### src/rtl/int_pkg.sv
// Shared constants, state encoding and vector helper for the 8051 interrupt arbiter.
package int_pkg;

    localparam int unsigned N_SRC_DEF      = 5;
    localparam int unsigned SRC_IE0        = 0;
    localparam int unsigned SRC_TF0        = 1;
    localparam int unsigned SRC_IE1        = 2;
    localparam int unsigned SRC_TF1        = 3;
    localparam int unsigned SRC_SER        = 4;
    localparam int unsigned EA_BIT         = 7;
    localparam logic [7:0]  VEC_BASE_DEF   = 8'h03;
    localparam int unsigned VEC_STRIDE_DEF = 8;
    localparam logic [N_SRC_DEF-1:0] HW_CLR_MASK_DEF = 5'b01111;

    typedef enum logic {
        IDLE = 1'b0,
        REQ  = 1'b1
    } arb_state_t;

    // Vector address of a source; 8-bit wrap is excluded by the top-level elaboration check.
    function automatic logic [7:0] vec_addr(input logic [7:0] base,
                                            input int unsigned stride,
                                            input int unsigned idx);
        return 8'(32'(base) + stride * idx);
    endfunction

endpackage

### src/rtl/interrupt_arbiter_if.sv
// Arbiter <-> CPU/peripheral signal bundle; master = arbiter, slave = CPU side.
interface interrupt_arbiter_if #(
    parameter int unsigned N_SRC = 5
);
    logic [N_SRC-1:0] src_req;
    logic [7:0]       ie_reg;
    logic [N_SRC-1:0] ip_reg;
    logic             int_req;
    logic [7:0]       int_vec;
    logic             int_ack;
    logic             reti;
    logic [N_SRC-1:0] clr_flag;
    logic [1:0]       in_service;

    modport master (
        input  src_req, ie_reg, ip_reg, int_ack, reti,
        output int_req, int_vec, clr_flag, in_service
    );

    modport slave (
        output src_req, ie_reg, ip_reg, int_ack, reti,
        input  int_req, int_vec, clr_flag, in_service
    );
endinterface

### src/rtl/int_prio_enc.sv
// Two-level priority encoder: high level beats low, lowest index wins within a level,
// and the in-service state decides which levels may be granted at all.
module int_prio_enc import int_pkg::*; #(
    parameter int unsigned N_SRC = N_SRC_DEF,
    parameter int unsigned IDX_W = 3
) (
    input  logic [N_SRC-1:0] i_pending,
    input  logic [N_SRC-1:0] i_ip,
    input  logic [1:0]       i_in_service,
    output logic             o_valid_c,
    output logic [IDX_W-1:0] o_sel_idx_c,
    output logic             o_sel_lvl_c
);

    logic [N_SRC-1:0] w_hi;
    logic [N_SRC-1:0] w_lo;
    logic [IDX_W-1:0] w_hi_idx;
    logic [IDX_W-1:0] w_lo_idx;

    // Scanning downward leaves the lowest set index in each result.
    always_comb begin
        w_hi     = i_pending & i_ip;
        w_lo     = i_pending & ~i_ip;
        w_hi_idx = '0;
        w_lo_idx = '0;
        for (int i = int'(N_SRC) - 1; i >= 0; i--) begin
            if (w_hi[i]) w_hi_idx = IDX_W'(i);
            if (w_lo[i]) w_lo_idx = IDX_W'(i);
        end
    end

    always_comb begin
        o_sel_lvl_c = |w_hi;
        o_sel_idx_c = o_sel_lvl_c ? w_hi_idx : w_lo_idx;
        if (i_in_service[1])
            o_valid_c = 1'b0;
        else if (i_in_service[0])
            o_valid_c = |w_hi;
        else
            o_valid_c = |i_pending;
    end

endmodule

### src/rtl/interrupt_arbiter.sv
// 8051 interrupt arbiter: masks sources with IE/IP, latches one winner into a req/ack
// handshake with the CPU sequencer and tracks two-level in-service nesting until RETI.
module interrupt_arbiter import int_pkg::*; #(
    parameter int unsigned      N_SRC       = N_SRC_DEF,
    parameter logic [7:0]       VEC_BASE    = VEC_BASE_DEF,
    parameter int unsigned      VEC_STRIDE  = VEC_STRIDE_DEF,
    parameter logic [N_SRC-1:0] HW_CLR_MASK = N_SRC'(HW_CLR_MASK_DEF)
) (
    input  logic                  clock,
    input  logic                  reset,
    interrupt_arbiter_if.master   bus
);

    localparam int unsigned IDX_W    = (N_SRC > 1) ? $clog2(N_SRC) : 1;
    localparam int unsigned VEC_LAST = 32'(VEC_BASE) + VEC_STRIDE * (N_SRC - 1);

    if (VEC_LAST > 32'd255) begin : g_vec_overflow
        $error("interrupt_arbiter: highest vector address exceeds 8 bits");
    end
    if (N_SRC > EA_BIT) begin : g_src_overlap
        $error("interrupt_arbiter: N_SRC overlaps the EA bit of IE");
    end

    arb_state_t       r_state;
    arb_state_t       w_state_nxt;
    logic             r_int_req;
    logic             w_int_req_nxt;
    logic [7:0]       r_int_vec;
    logic [7:0]       w_int_vec_nxt;
    logic [N_SRC-1:0] r_clr_flag;
    logic [N_SRC-1:0] w_clr_flag_nxt;
    logic [1:0]       r_in_service;
    logic [1:0]       w_in_service_nxt;
    logic [IDX_W-1:0] r_sel_idx;
    logic [IDX_W-1:0] w_sel_idx_nxt;
    logic             r_sel_lvl;
    logic             w_sel_lvl_nxt;

    logic [N_SRC-1:0] w_pending;
    logic             w_sel_pending;
    logic             w_valid;
    logic [IDX_W-1:0] w_sel_idx;
    logic             w_sel_lvl;
    logic             w_unused_ie;

    assign w_pending     = bus.src_req & bus.ie_reg[N_SRC-1:0] & {N_SRC{bus.ie_reg[EA_BIT]}};
    assign w_sel_pending = w_pending[r_sel_idx];
    assign w_unused_ie   = ^bus.ie_reg;

    int_prio_enc #(
        .N_SRC (N_SRC),
        .IDX_W (IDX_W)
    ) u_prio_enc (
        .i_pending    (w_pending),
        .i_ip         (bus.ip_reg),
        .i_in_service (r_in_service),
        .o_valid_c    (w_valid),
        .o_sel_idx_c  (w_sel_idx),
        .o_sel_lvl_c  (w_sel_lvl)
    );

    always_ff @(posedge clock or negedge reset) begin
        if (!reset) begin
            r_state      <= IDLE;
            r_int_req    <= 1'b0;
            r_int_vec    <= 8'h00;
            r_clr_flag   <= '0;
            r_in_service <= 2'b00;
            r_sel_idx    <= '0;
            r_sel_lvl    <= 1'b0;
        end else begin
            r_state      <= w_state_nxt;
            r_int_req    <= w_int_req_nxt;
            r_int_vec    <= w_int_vec_nxt;
            r_clr_flag   <= w_clr_flag_nxt;
            r_in_service <= w_in_service_nxt;
            r_sel_idx    <= w_sel_idx_nxt;
            r_sel_lvl    <= w_sel_lvl_nxt;
        end
    end

    // A latched request leaves REQ only on acknowledge or when its own source is withdrawn.
    always_comb begin
        w_state_nxt = r_state;
        unique case (r_state)
            IDLE:    if (w_valid) w_state_nxt = REQ;
            REQ:     if (bus.int_ack || !w_sel_pending) w_state_nxt = IDLE;
            default: w_state_nxt = IDLE;
        endcase
    end

    // RETI clears against the old nesting state before an acknowledge in the same cycle sets.
    always_comb begin
        w_int_req_nxt    = r_int_req;
        w_int_vec_nxt    = r_int_vec;
        w_sel_idx_nxt    = r_sel_idx;
        w_sel_lvl_nxt    = r_sel_lvl;
        w_clr_flag_nxt   = '0;
        w_in_service_nxt = r_in_service;

        if (bus.reti) begin
            if (r_in_service[1])
                w_in_service_nxt[1] = 1'b0;
            else
                w_in_service_nxt[0] = 1'b0;
        end

        unique case (r_state)
            IDLE: begin
                if (w_valid) begin
                    w_int_req_nxt = 1'b1;
                    w_sel_idx_nxt = w_sel_idx;
                    w_sel_lvl_nxt = w_sel_lvl;
                    w_int_vec_nxt = vec_addr(VEC_BASE, VEC_STRIDE, 32'(w_sel_idx));
                end
            end
            REQ: begin
                if (bus.int_ack) begin
                    w_int_req_nxt                = 1'b0;
                    w_in_service_nxt[r_sel_lvl]  = 1'b1;
                    w_clr_flag_nxt[r_sel_idx]    = HW_CLR_MASK[r_sel_idx];
                end else if (!w_sel_pending) begin
                    w_int_req_nxt = 1'b0;
                end
            end
            default: w_int_req_nxt = 1'b0;
        endcase
    end

    assign bus.int_req    = r_int_req;
    assign bus.int_vec    = r_int_vec;
    assign bus.clr_flag   = r_clr_flag;
    assign bus.in_service = r_in_service;

endmodule

### src/flat_wrapper.sv
// flat-port wrapper written by rule: the top's interface ports become plain ports
module interrupt_arbiter_flat import int_pkg::*;
#(
    parameter int unsigned      N_SRC       = N_SRC_DEF,
    parameter logic [7:0]       VEC_BASE    = VEC_BASE_DEF,
    parameter int unsigned      VEC_STRIDE  = VEC_STRIDE_DEF,
    parameter logic [N_SRC-1:0] HW_CLR_MASK = N_SRC'(HW_CLR_MASK_DEF)
)
  (clock, reset, bus_src_req, bus_ie_reg, bus_ip_reg, bus_int_ack, bus_reti, bus_int_req, bus_int_vec, bus_clr_flag, bus_in_service);
  interrupt_arbiter_if #(.N_SRC(N_SRC)) bus_i ();
  input  logic clock;
  input  logic reset;
  input wire logic [$bits(bus_i.src_req)-1:0] bus_src_req;
  input wire logic [$bits(bus_i.ie_reg)-1:0] bus_ie_reg;
  input wire logic [$bits(bus_i.ip_reg)-1:0] bus_ip_reg;
  input wire logic [$bits(bus_i.int_ack)-1:0] bus_int_ack;
  input wire logic [$bits(bus_i.reti)-1:0] bus_reti;
  output wire logic [$bits(bus_i.int_req)-1:0] bus_int_req;
  output wire logic [$bits(bus_i.int_vec)-1:0] bus_int_vec;
  output wire logic [$bits(bus_i.clr_flag)-1:0] bus_clr_flag;
  output wire logic [$bits(bus_i.in_service)-1:0] bus_in_service;
  assign bus_i.src_req = bus_src_req;
  assign bus_i.ie_reg = bus_ie_reg;
  assign bus_i.ip_reg = bus_ip_reg;
  assign bus_i.int_ack = bus_int_ack;
  assign bus_i.reti = bus_reti;
  assign bus_int_req = bus_i.int_req;
  assign bus_int_vec = bus_i.int_vec;
  assign bus_clr_flag = bus_i.clr_flag;
  assign bus_in_service = bus_i.in_service;
  interrupt_arbiter #(.N_SRC(N_SRC), .VEC_BASE(VEC_BASE), .VEC_STRIDE(VEC_STRIDE), .HW_CLR_MASK(HW_CLR_MASK)) u_core (.clock(clock), .reset(reset), .bus(bus_i));
endmodule
### config.mk
export PLATFORM = sky130hd
export DESIGN_NAME = interrupt_arbiter_flat
export DESIGN_NICKNAME = d
export VERILOG_FILES = /design/src/rtl/int_pkg.sv /design/src/rtl/interrupt_arbiter_if.sv /design/src/rtl/int_prio_enc.sv /design/src/rtl/interrupt_arbiter.sv /design/src/flat_wrapper.sv
export SDC_FILE = /design/constraint.sdc
export NUM_CORES = 1
export LEC_CHECK = 0
export BUFFER_PORTS_ARGS = -buffer_cell sky130_fd_sc_hd__buf_2
export CAP_MARGIN = 40
export CORE_ASPECT_RATIO = 0.9
export CORE_MARGIN = 1
export CORE_UTILIZATION = 28
export DETAILED_ROUTE_END_ITERATION = 10
export SETUP_SLACK_MARGIN = 0.15
export SLEW_MARGIN = 20
export SYNTH_ARGS = -nofsm -noshare
export SYNTH_HDL_FRONTEND = slang
export SYNTH_HIERARCHICAL = 1
export SYNTH_SLANG_ARGS = --single-unit
### constraint.sdc
create_clock -name clock -period 1.8 [get_ports clock]
set_clock_uncertainty 0.2 [all_clocks]
set_input_delay 0.09 -clock clock [delete_from_list [all_inputs] [get_ports clock]]
set_output_delay 0.09 -clock clock [all_outputs]
set_load 0.05 [all_outputs]
==> out/metrics.yaml <==
run_status:
  outcome: "finished, final reports clean"
setup_path:
  crit_type: "flop to flop"
  r2r-end: "u_core/r_sel_idx[0]"
  reg2reg_depth: 4
  cp_max_fo: 5
  start_kind: "flop"
  rrSetupSlack_ns: 0.10
  cp.required_ns: 1.76
  cp.arrival_ns: 1.66
  r2r_start: "u_core/bus.in_service[0]"
  end_kind: "flop"
clocking:
  clock_latency_ns: 0.27
  cts_tree: "built"
  cts_num_sinks: 14
  cts_htree_levels: 1
  cts_buffer_depth: 2
  clk_pin_slew_worst_paths_ns: 0.09
  cts_buffers: 3
  clockRootBuffer: "clkbuf_4"
drt:
  vias_per_cell: 4.51
  wl_per_cell_um: 11.4
  drt-total-wl_um: 2090
  drt_iter0_drc: 43
  via_count: 829
  drtPass1Iterations: 4
  post-route-drc-count: 0
  drt.antenna.violating_nets: 0
timing:
  hold_viol_final: 0
  min_period_ns: 1.70
  finalCritPeriodShare_pct: 94.4
  fin_tns_setup_ns: 0
  rsz0062_at_grt: "true"
  finalSetupViolCount: 0
  drv_slew: 0
  max_freq_mhz: 588
placement:
  dp_hpwl_um: 1710
  place.gp.congestion: 0.823
  placed_area_um2: 1180
  port_buffers: 32
  place_inst: 173
synthesis:
  synthTopCellsByCount: "14 x dfrtp_1, 8 x nand2_1, 7 x nor2_1, 6 x inv_1, 4 x buf_4"
  synthFlopType: "dfrtp_1"
  synth_top_cell_by_area: "dfrtp_1"
  ys_seq_elements: 14
  synth.distinct_cells: 35
  synth_edf_count: 0
  syn_inst: 85
  yosysWarnings: 6
  synth_most_common_cell: "dfrtp_1"
  synth_area_um2: 821
  synth_area_leaders: "dfrtp_1 43%, mux2_2 4.1%, buf_4 3.7%"
  async_flop_share_pct: 100
  netlist.area_leader.share_pct: 42.7
  ys_seq_area_share_pct: 42.7
  avgSynthCellArea_um2: 9.66
power_and_ir_drop:
  p_leak_nw: 0.698
  irDropWorstVdd_v: 0.000689
  p_per_area_nw_per_um2: 1270
  total_power_mw: 1.65
layout:
  seqCellArea_um2: 354
  nets: 167
  finish.utilization_pct: 46.8
  final_cell_area_um2: 1300
  multi_input_area_um2: 465
  drive_gt1_share_pct: 54.2
  stdcell_count: 184
  n_antenna_cell: 0
  syn_to_final_growth_pct: 58.1
  fillers: 263
global_routing:
  track_usage_pct: 14.7
  grt_pass1_wl_um: 3370
  first_global_vias: 802
  antenna_found_initial: 0
  grt_max_degree: 15
  grt-ovfl-total: 0
floorplanning:
  die_x_um: 59.1
  ios: 38
  die_area_um2: 3150
  rows: 18
  start_util_pct: 29.6
  core_area_um2: 2770
  die_h_um: 53.4
run:
  maxCapViolations: 0
min_path:
  hold_path_class: "input pin to async pin"
-- metrics by stage --
stage | worst slack [ns] | hold slack, ns
floorplan | 0.0253 | -0.406
global placement | -0.0985 | -0.207
detailed placement | -0.145 | -0.202
CTS | 0.137 | 0.0301
global route | 0.0174 | 0.0406
finish | 0.100 | 0.0301
-- layout make-up --
type | instances | area share (%)
multi-input cells | 62 | 35.9
flip-flops and latches | 14 | 27.3
well taps | 40 | 3.86
inverters | 6 | 1.74
clock buffers | 4 | 2.80
repair buffers | 58 | 28.4
-- per-layer routing --
layer | global-route usage, % | part of all wire, % | vias to the layer above
met5 | 0 | 0 | -
li1 | - | - | 416
met4 | 1.98 | 0 | 0
met1 | 17.7 | 44 | 386
met3 | 4.65 | 5.7 | 0
met2 | 26.1 | 50 | 27
-- critical path: stages, from the launching register on --
cell and delay, ns:
dfrtp_2 0.45, a221oi_4 0.31, nor2b_4 0.20, buf_6 0.13, mux2_4 0.29
-- what timing repair did --
item / 4_1_cts / 5_1_grt
gates resized for setup: 3 / 1
hold buffers: 4 / 0
setup endpoints to repair: 3 / 5
pin swaps: 0 / 1
buffers inserted: 2 / 1
cloned: 0 / 0
hold endpoints to repair: 18 / 0
-- sequential cells by signal, summed over array words and instances, names as in the netlist --
signal                 cells
u_core/r_sel_lvl           1
u_core/r_sel_idx           3
u_core/bus.int_req         1
u_core/r_state             1
u_core/bus.int_vec         1
u_core/bus.in_service      2
u_core/bus.clr_flag        5
-- cells by family (layout without fill, tap and decap cells) --
kind of cell    count (synthesis)  in the layout  share of synthesized area (%)
simple gates                   37             37                           27.6
other cells                     1              4                          0.457
compound gates                 18             18                           16.9
flops                          14             14                           42.7
mux                             3              3                           4.12
buf+inv                        12             68                           8.23
-- worst max path at each step --
stage	cells past startpoint	start	end	slack (ns)
after floorplan	5	u_core/bus.in_service[0]	u_core/r_sel_idx[0]	0.03
after global placement	8	bus_ie_reg[7]	u_core/r_sel_idx[1]	-0.1
after detailed placement	10	bus_ie_reg[7]	u_core/r_sel_idx[0]	-0.15
after CTS	4	u_core/bus.in_service[0]	u_core/r_sel_idx[0]	0.14
after global routing	4	u_core/bus.in_service[0]	u_core/r_sel_idx[0]	0.02
final	4	u_core/bus.in_service[0]	u_core/r_sel_idx[0]	0.10
-- layout by cell type, fill, tap and decap left out, types with 2 or more instances in the layout --
master and n:
inv_1 6, a31oi_1 3, conb_1 4, dlygate4sd3_1 4
nand4_1 2, o21ai_0 3, nand2b_1 2, nor2b_1 2
a21oi_1 3, dfrtp_1 11, mux2_4 3, and3_4 2
nor2_1 7, dfrtp_2 3, clkbuf_4 3, buf_2 32
buf_4 21, and3_2 2, nand2_1 8
-- report_power, final --
group | internal, mW | switching (mW) | total [mW] | leakage, nW
logic | 0.399 | 0.511 | 0.910 | 0.502
clock network | 0.123 | 0.101 | 0.224 | 0.0210
registers | 0.409 | 0.103 | 0.512 | 0.175
Note: power is estimated with default switching activity, not from simulation.
